`src/rtl/optical_frame_rx.sv`:
```
// Receive framer: oversamples rx_in, finds the start bit, and recovers 28 data bits plus parity.
module optical_frame_rx #(
  parameter int unsigned CYCLES_PER_BIT = 16
) (
  input  logic        clk,
  input  logic        rst,
  input  logic        rx_in,
  output logic [27:0] data_out,
  output logic        parity_bit,
  output logic        data_valid,
  output logic        frame_error,
  output logic        busy
);

  localparam int unsigned CW       = $clog2(CYCLES_PER_BIT);
  localparam int unsigned DW       = 28;
  localparam int unsigned SW       = DW + 1;
  localparam int unsigned IW       = 5;
  localparam logic [CW-1:0] HALF_M1  = CW'(CYCLES_PER_BIT / 2 - 1);
  localparam logic [CW-1:0] FULL_M1  = CW'(CYCLES_PER_BIT - 1);
  localparam logic [IW-1:0] BIT_LAST = IW'(DW);

  typedef enum logic [1:0] {
    IDLE  = 2'd0,
    START = 2'd1,
    DATA  = 2'd2,
    STOP  = 2'd3
  } state_t;

  state_t          state_q, state_d;
  logic            rx_meta_q, rx_s_q;
  logic [CW-1:0]   cnt_q, cnt_d;
  logic [IW-1:0]   idx_q, idx_d;
  logic [SW-1:0]   shift_q, shift_d;
  logic [DW-1:0]   data_q, data_d;
  logic            parity_q, parity_d;
  logic            valid_q, valid_d;
  logic            ferr_q, ferr_d;
  logic            busy_q, busy_d;

  // Next-state and output decode; IDLE->START preloads the counter so the
  // start-bit sample lands at mid-bit with the two synchronizer flops included.
  always_comb begin
    state_d  = state_q;
    cnt_d    = cnt_q;
    idx_d    = idx_q;
    shift_d  = shift_q;
    data_d   = data_q;
    parity_d = parity_q;
    valid_d  = 1'b0;
    ferr_d   = 1'b0;
    unique case (state_q)
      IDLE: begin
        cnt_d = '0;
        if (!rx_s_q) begin
          state_d = START;
          cnt_d   = CW'(1);
        end
      end
      START: begin
        if (cnt_q == HALF_M1) begin
          cnt_d = '0;
          if (!rx_s_q) begin
            state_d = DATA;
            idx_d   = '0;
          end else begin
            state_d = IDLE;
          end
        end else begin
          cnt_d = cnt_q + CW'(1);
        end
      end
      DATA: begin
        if (cnt_q == FULL_M1) begin
          cnt_d   = '0;
          shift_d = {rx_s_q, shift_q[SW-1:1]};
          if (idx_q == BIT_LAST) begin
            state_d = STOP;
          end else begin
            idx_d = idx_q + IW'(1);
          end
        end else begin
          cnt_d = cnt_q + CW'(1);
        end
      end
      STOP: begin
        if (cnt_q == FULL_M1) begin
          cnt_d   = '0;
          state_d = IDLE;
          if (rx_s_q) begin
            data_d   = shift_q[DW-1:0];
            parity_d = shift_q[SW-1];
            valid_d  = 1'b1;
          end else begin
            ferr_d = 1'b1;
          end
        end else begin
          cnt_d = cnt_q + CW'(1);
        end
      end
      default: begin
        state_d = IDLE;
        cnt_d   = '0;
      end
    endcase
    busy_d = (state_d != IDLE);
  end

  // State, counters, synchronizer and registered outputs.
  always_ff @(posedge clk or posedge rst) begin
    if (rst) begin
      state_q   <= IDLE;
      rx_meta_q <= 1'b1;
      rx_s_q    <= 1'b1;
      cnt_q     <= '0;
      idx_q     <= '0;
      shift_q   <= '0;
      data_q    <= '0;
      parity_q  <= 1'b0;
      valid_q   <= 1'b0;
      ferr_q    <= 1'b0;
      busy_q    <= 1'b0;
    end else begin
      state_q   <= state_d;
      rx_meta_q <= rx_in;
      rx_s_q    <= rx_meta_q;
      cnt_q     <= cnt_d;
      idx_q     <= idx_d;
      shift_q   <= shift_d;
      data_q    <= data_d;
      parity_q  <= parity_d;
      valid_q   <= valid_d;
      ferr_q    <= ferr_d;
      busy_q    <= busy_d;
    end
  end

  assign data_out    = data_q;
  assign parity_bit  = parity_q;
  assign data_valid  = valid_q;
  assign frame_error = ferr_q;
  assign busy        = busy_q;

endmodule

```
`config.mk`:
```
export PLATFORM = sky130hd
export DESIGN_NAME = optical_frame_rx
export DESIGN_NICKNAME = d
export VERILOG_FILES = /design/src/rtl/optical_frame_rx.sv
export SDC_FILE = /design/constraint.sdc
export NUM_CORES = 1
export LEC_CHECK = 0
export BUFFER_PORTS_ARGS = -buffer_cell sky130_fd_sc_hd__buf_2
export CAP_MARGIN = 30
export CORE_UTILIZATION = 57
export DETAILED_ROUTE_END_ITERATION = 12
export PLACE_DENSITY = 0.88
export SETUP_SLACK_MARGIN = 0.1
export SYNTH_ARGS = -nofsm -noshare
export SYNTH_HDL_FRONTEND = slang
export SYNTH_SLANG_ARGS = --single-unit
export TNS_END_PERCENT = 100
```
`constraint.sdc`:
```
create_clock -name clk -period 2.2 [get_ports clk]
set_input_delay 0 -clock clk [delete_from_list [all_inputs] [get_ports clk]]
set_output_delay 0 -clock clk [all_outputs]
set_load 0.05 [all_outputs]
```
Word-level counts from Yosys, hierarchy flattened:

Cells that the tools add are included.
W data, S select, Z words.

* word-level logic and storage cells: 52
* latch bits: 0
* output and inout port bits: 32
* register bits: 74
* bits of input ports: 3
* memory bits (read-only): 0
* bits in writable memories: 0
* memories: 0

* eq/ne operators: 10
* shift operators: 0
* div/mod/pow operators: 0
* mux-type cells: 22
* bitwise gates (word level): 0
* add/sub/neg operators: 2
* $mul: 0
* reduce and logical (&&, ||, !) cells: 7
* $lt $le $gt $ge: 0

Operators by type and width (count)
* $mux W5: 4
* $mux W2: 6
* $pmux W4 S3: 1
* $pmux W5 S2: 1
* $mux W4: 2
* $ne A2 B2 Y1 const B: 4
* $pmux W2 S4: 1
* $mux W1: 7
* $add A5 B1 Y5 const B: 1
* $eq A5 B5 Y1 const B: 1
* $reduce_and A5 Y1: 1
* $add A4 B1 Y4 const B: 1
* $eq A2 B2 Y1 const B: 2
* $eq A4 B3 Y1 const B: 1
* $eq A4 B4 Y1 const B: 1
* $reduce_bool A2 Y1: 2
* $reduce_and A3 Y1: 1
* $eq A2 B1 Y1 const B: 1
* $logic_not A2 Y1: 1
* $reduce_and A2 Y1: 1
* $reduce_or A2 Y1: 1

Logic depth before layout (Yosys ltp):

* word-level depth: 5
* depth in mapped cells: 7
* gate-level depth less buffers: 6

Worst setup path after synthesis:

Ideal clock, no wire load.

* path kind: register -> register
* start point: register cnt_q[0]
* end point: register idx_q[4]
* stages on the path, launching flop included: 8
* data required time: 2.131 ns
* buffers on the path: 2
* setup slack: 0.518 ns
* clock period less this slack: 1.682 ns
* library setup time: 0.069 ns
* arrival time: 1.613 ns
* cells stage by stage: dfrtp_1 -> ha_1 -> buf_4 -> and3_1 -> buf_6 -> a32oi_4 -> or4_1 -> nand3_1

* longest elaborated chain between the ends: 3
* elaborated cells between the ends (all ways): 5
* those cells by class: eq/ne: 4; reduce/logical: 1

RTL lines
* start: declaration: RTL line 32 `logic [CW-1:0] cnt_q, cnt_d;`
* start signal: assignment: RTL line 127 `cnt_q <= cnt_d;`
* $eq A4 B4 Y1 / $eq A4 B3 Y1 (equally long branches): RTL line 74, 61
* $ne A2 B2 Y1 (no line)
* $reduce_and A5 Y1 (no line) (*)
* end signal: assignment: RTL line 128 `idx_q <= idx_d;`
* end: declaration: RTL line 33 `logic [IW-1:0] idx_q, idx_d;`

Every way passes the cells marked *; elsewhere a longest branch is shown, timed or not.
A chain may end at the register's enable or synchronous reset.

Worst setup path in the final report:

Ends and elaborated chain as after synthesis.

==> metrics.md <==
| Metric | Value |
|---|---|
| Final core utilization | a little under 70% |
| Die width | ~74 µm |
| Proportion of layout cells with a drive suffix above 1 | 40.6% |
| Post-DP Area | approximately 0.0032 mm² |
| CP endpoint kind | flop |
| First-pass GRT wire length | ~8.3 mm |
| Synth Area in Compound Gates | between 4 and 5% |
| IO Port Bufs | 34 |
| Primary FF master, synth | dfrtp_1 |
| RSZ-0062 raised after global routing | no |
| Slew HR | a little under three fifths |
| Power density of the placed cells | around 870 mW/mm² |
| Syn Nets | between 200 and 250 |
| Pre-antenna DRT Iters | 5 |
| DP Wirelength | 3.22 mm |
| Post-Syn Instances | 210 |
| Clk Latency, worst-skew pair | ~350 ps |
| Yosys warns | 0 |
| GRT overflow | 0 |
| Initial antenna violation count | 0 |
| CTS tree | built |
| CTS sink cnt | 74 |
| Peak supply drop | between 500 and 600 µV |
| Adder-cell share of the synthesized area | 1.25% |
| Slew Viols, Final | 0 |
| Yosys top cell area share | between 60% and 70% |
| Total GRT Usage | roughly 21% |
| Leakage | approximately 0.0018 µW |
| Clk pwr share | about a third |
| Routed WL per cell | around 15 µm |
| Outcome | finished clean |
| Synth Area in XOR/XNOR | 0.293% |
| Simple-gate share of the synthesized area | around 7.3% |
| CP Cell Sequence | ha_1, and3_2, a32oi_4, or4_1, nand3_1 |
| Crit path max-delay family | simple AND/OR/NAND/NOR gates |
| Startpoint types | flop |
| TritonCTS Buffers | 9 |
| Sw Share | just over 30% |
| Critical path arrival | 2170 ps |
| Boundary Pins | 35 |
| Largest net degree at the start of global routing | 33 |
| Worst-Margin Slew | about 660 ps |
| Multiplexer share of the synthesized area | 22.2% |
| Highest fanout seen on the critical path | 8 |
| Die area | about 0.0055 mm² |
| Placer Congestion | just under 0.8 |
| Synth area leaders | dfrtp_1 60%, mux2_2 15%, mux2_1 7.1% |
| Library cells used by synthesis | 37 |
| Max cap viols | 0 |
| Ant diodes | 0 |
| Cell area after synthesis | 0.00299 mm² |
| Type of the worst min-delay path | primary input to async pin |
| Crit Path Class | flop to flop |
| Switching Power | 911 µW |
| CTS Root Cell | clkbuf_8 |
| Area grow syn2layout | 15.0% |
| Postcts setup bufs | 0 |
| Aggregate routed wire length | just over 5 mm |
| Vias in the first global route | roughly 1800 |
| Share of power burned in registers | 52.6% |
| Yosys top cell by area | dfrtp_1 |
| Final Hold Fails | 0 |
| Logic pwr share | between 10% and 20% |
| Layout Cells excl Fill | 326 |
| Yosys reg bits | 74 |
| Clock Skew | around 9 ps |
| Site row count | 26 |
| Setup TNS | 0 ps |
| Clock transition at path regs | about 80 ps |
| Register area share after synthesis | between 60% and 70% |
| Vias per cell | 5.55 |
| WP buf/inv | 0 |
| Iter 0 DRT Violations | roughly 140 |
| Max Freq | around 530 MHz |
| Final period util | a little under nine tenths |
| DRC | 0 |
| Die height | 74.5 µm |
| Antenna viol nets, final | 0 |
| Post-route cell area | 0.00344 mm² |
| Fill count | between 300 and 400 |
| Avg Cell Area, Syn | ~14 µm² |
| Tmin final | between 1500 and 2000 ps |
| Worst hold slack | 287 ps |
| Initial Util | 59.0% |
| CTS HTree Levels | 3 |
| DP Cell Count | 308 |
| Via count | between 1500 and 2000 |
| Max clock buf depth | 2 |
| Final setup fails | 0 |
| Cell Int Power | between 2000 and 2500 µW |
| Nets | roughly 260 |
| Main combinational cell family by area after synthesis | multiplexers |
| Max incr delay on CP | between 500 and 600 ps |
| Core Area | between 0.005 and 0.006 mm² |
| Asr flop ratio synth | 100% |
| Data required, critical path | 2480 ps |
| Slowest-stage cell, CP | or4_1 |
| EDFF count, synth | 0 |
placed cells by master (no fill, tap or decap), types with 2 or more instances in the layout:
cell type	synthesis	layout
mux2_2	39	39
o21ai_0	3	3
nand2_1	12	12
a22o_1	2	2
clkbuf_8	0	10
dfrtp_1	72	72
nor3_1	2	2
ha_1	3	3
o21ai_1	2	2
nand3_1	8	8
buf_4	3	5
inv_1	3	2
clkinvlp_4	0	3
buf_2	6	34
a21oi_1	5	5
mux2_1	19	19
dlygate4sd3_1	0	2
nor2_1	5	3
clkinv_2	0	2
nor2_2	0	2
nand2b_1	3	3
dfstp_2	2	2
stage by stage:
step,setup WS (ps),power [µW]
after floorplan,322,1990
after global placement,364,2040
after detailed placement,280,2080
after CTS,225,3020
after global routing,176,3140
final,313,3000
registers in the layout (all words and copies together), names as in the netlist:
signal	count
busy	1
cnt_q	4
data_out	28
data_valid	1
frame_error	1
idx_q	5
parity_bit	1
rx_meta_q	1
rx_s_q	1
shift_q	29
state_q	2
kinds of logic (layout without fill, tap and decap cells):
group,count (synthesis),after routing
buffers and inverters,15,61
multiplexers,59,59
AO/OA/AOI/OAI,17,17
flip-flops,74,74
AND/OR/NAND/NOR,41,41
XOR/XNOR,1,1
adder cells (fa/ha/maj),3,3
path summary, 6_finish.rpt:
check / from / cells after the start / endpoint / slack, ps
worst max-delay path: cnt_q[0]$_DFF_PP0_ / 5 / idx_q[4]$_DFFE_PP0P_ / 310
worst min-delay path: rst / 3 / data_out[21]$_DFFE_PP0P_ / 290
worst max register to register: cnt_q[0]$_DFF_PP0_ / 5 / idx_q[4]$_DFFE_PP0P_ / 310
worst min register to register: rx_meta_q$_DFF_PP1_ / 0 / rx_s_q$_DFF_PP1_ / 360
max in group asynchronous: rst / 4 / data_out[13]$_DFFE_PP0P_ / 1090
min in group clk: rx_in / 2 / rx_meta_q$_DFF_PP1_ / 300
routing by layer:
| layer | global-route usage (%) | share of wire [%] | up-vias | wire length, µm |
|---|---|---|---|---|
| met1 | 26.5 | 42 | 926 | 2130 |
| met3 | 7.86 | 5.4 | 4 | 270 |
| met4 | 7.34 | 0.81 | 0 | 41 |
| li1 | - | - | 832 | - |
| met5 | 0 | 0 | - | 0 |
| met2 | 32.6 | 52 | 46 | 2610 |
power groups by stage:
stage               Combinational, µW  Sequential (µW)  Clock [µW]
floorplan                         433             1560           0
global placement                  453             1590           0
detailed placement                476             1600           0
CTS                               482             1570         966
global route                      533             1590        1020
finish                            476             1580         944
repair_timing:
| item | in CTS | in global routing |
|---|---|---|
| resized for setup | 0 | 1 |
| setup endpoints to repair | 0 | 1 |
| endpoints found under the hold margin | 31 | 0 |
| hold buffers | 2 | 0 |
worst reg2reg max path, delay by kind of cell, from the launching register on:
family | cells | cell delay [ps]
compound gates | 1 | 170
fa+ha+maj | 1 | 320
flops | 1 | 410
simple gates | 3 | 940
final cells by class:
type	count	area, µm²	share of cell area (%)
clock inverter	6	41.3	1.20
sequential	74	1850	53.9
multi-input combinational	121	1060	30.9
timing repair buffer	42	248	7.20
tap	70	87.6	2.54
clock buffer	10	138	4.00
inverter	3	11.3	0.327
synth_stat cells, types with 2 or more instances:
| library cell | instances |
|---|---|
| nand2b_1 | 3 |
| buf_2 | 6 |
| nand3_1 | 8 |
| mux2_2 | 39 |
| nor2_1 | 5 |
| inv_1 | 3 |
| dfstp_2 | 2 |
| nor3_1 | 2 |
| ha_1 | 3 |
| buf_4 | 3 |
| clkbuf_1 | 2 |
| dfrtp_1 | 72 |
| o21ai_1 | 2 |
| a22o_1 | 2 |
| mux2_1 | 19 |
| nand2_1 | 12 |
| a21oi_1 | 5 |
| o21ai_0 | 3 |
(Power assumes the default switching activity.)
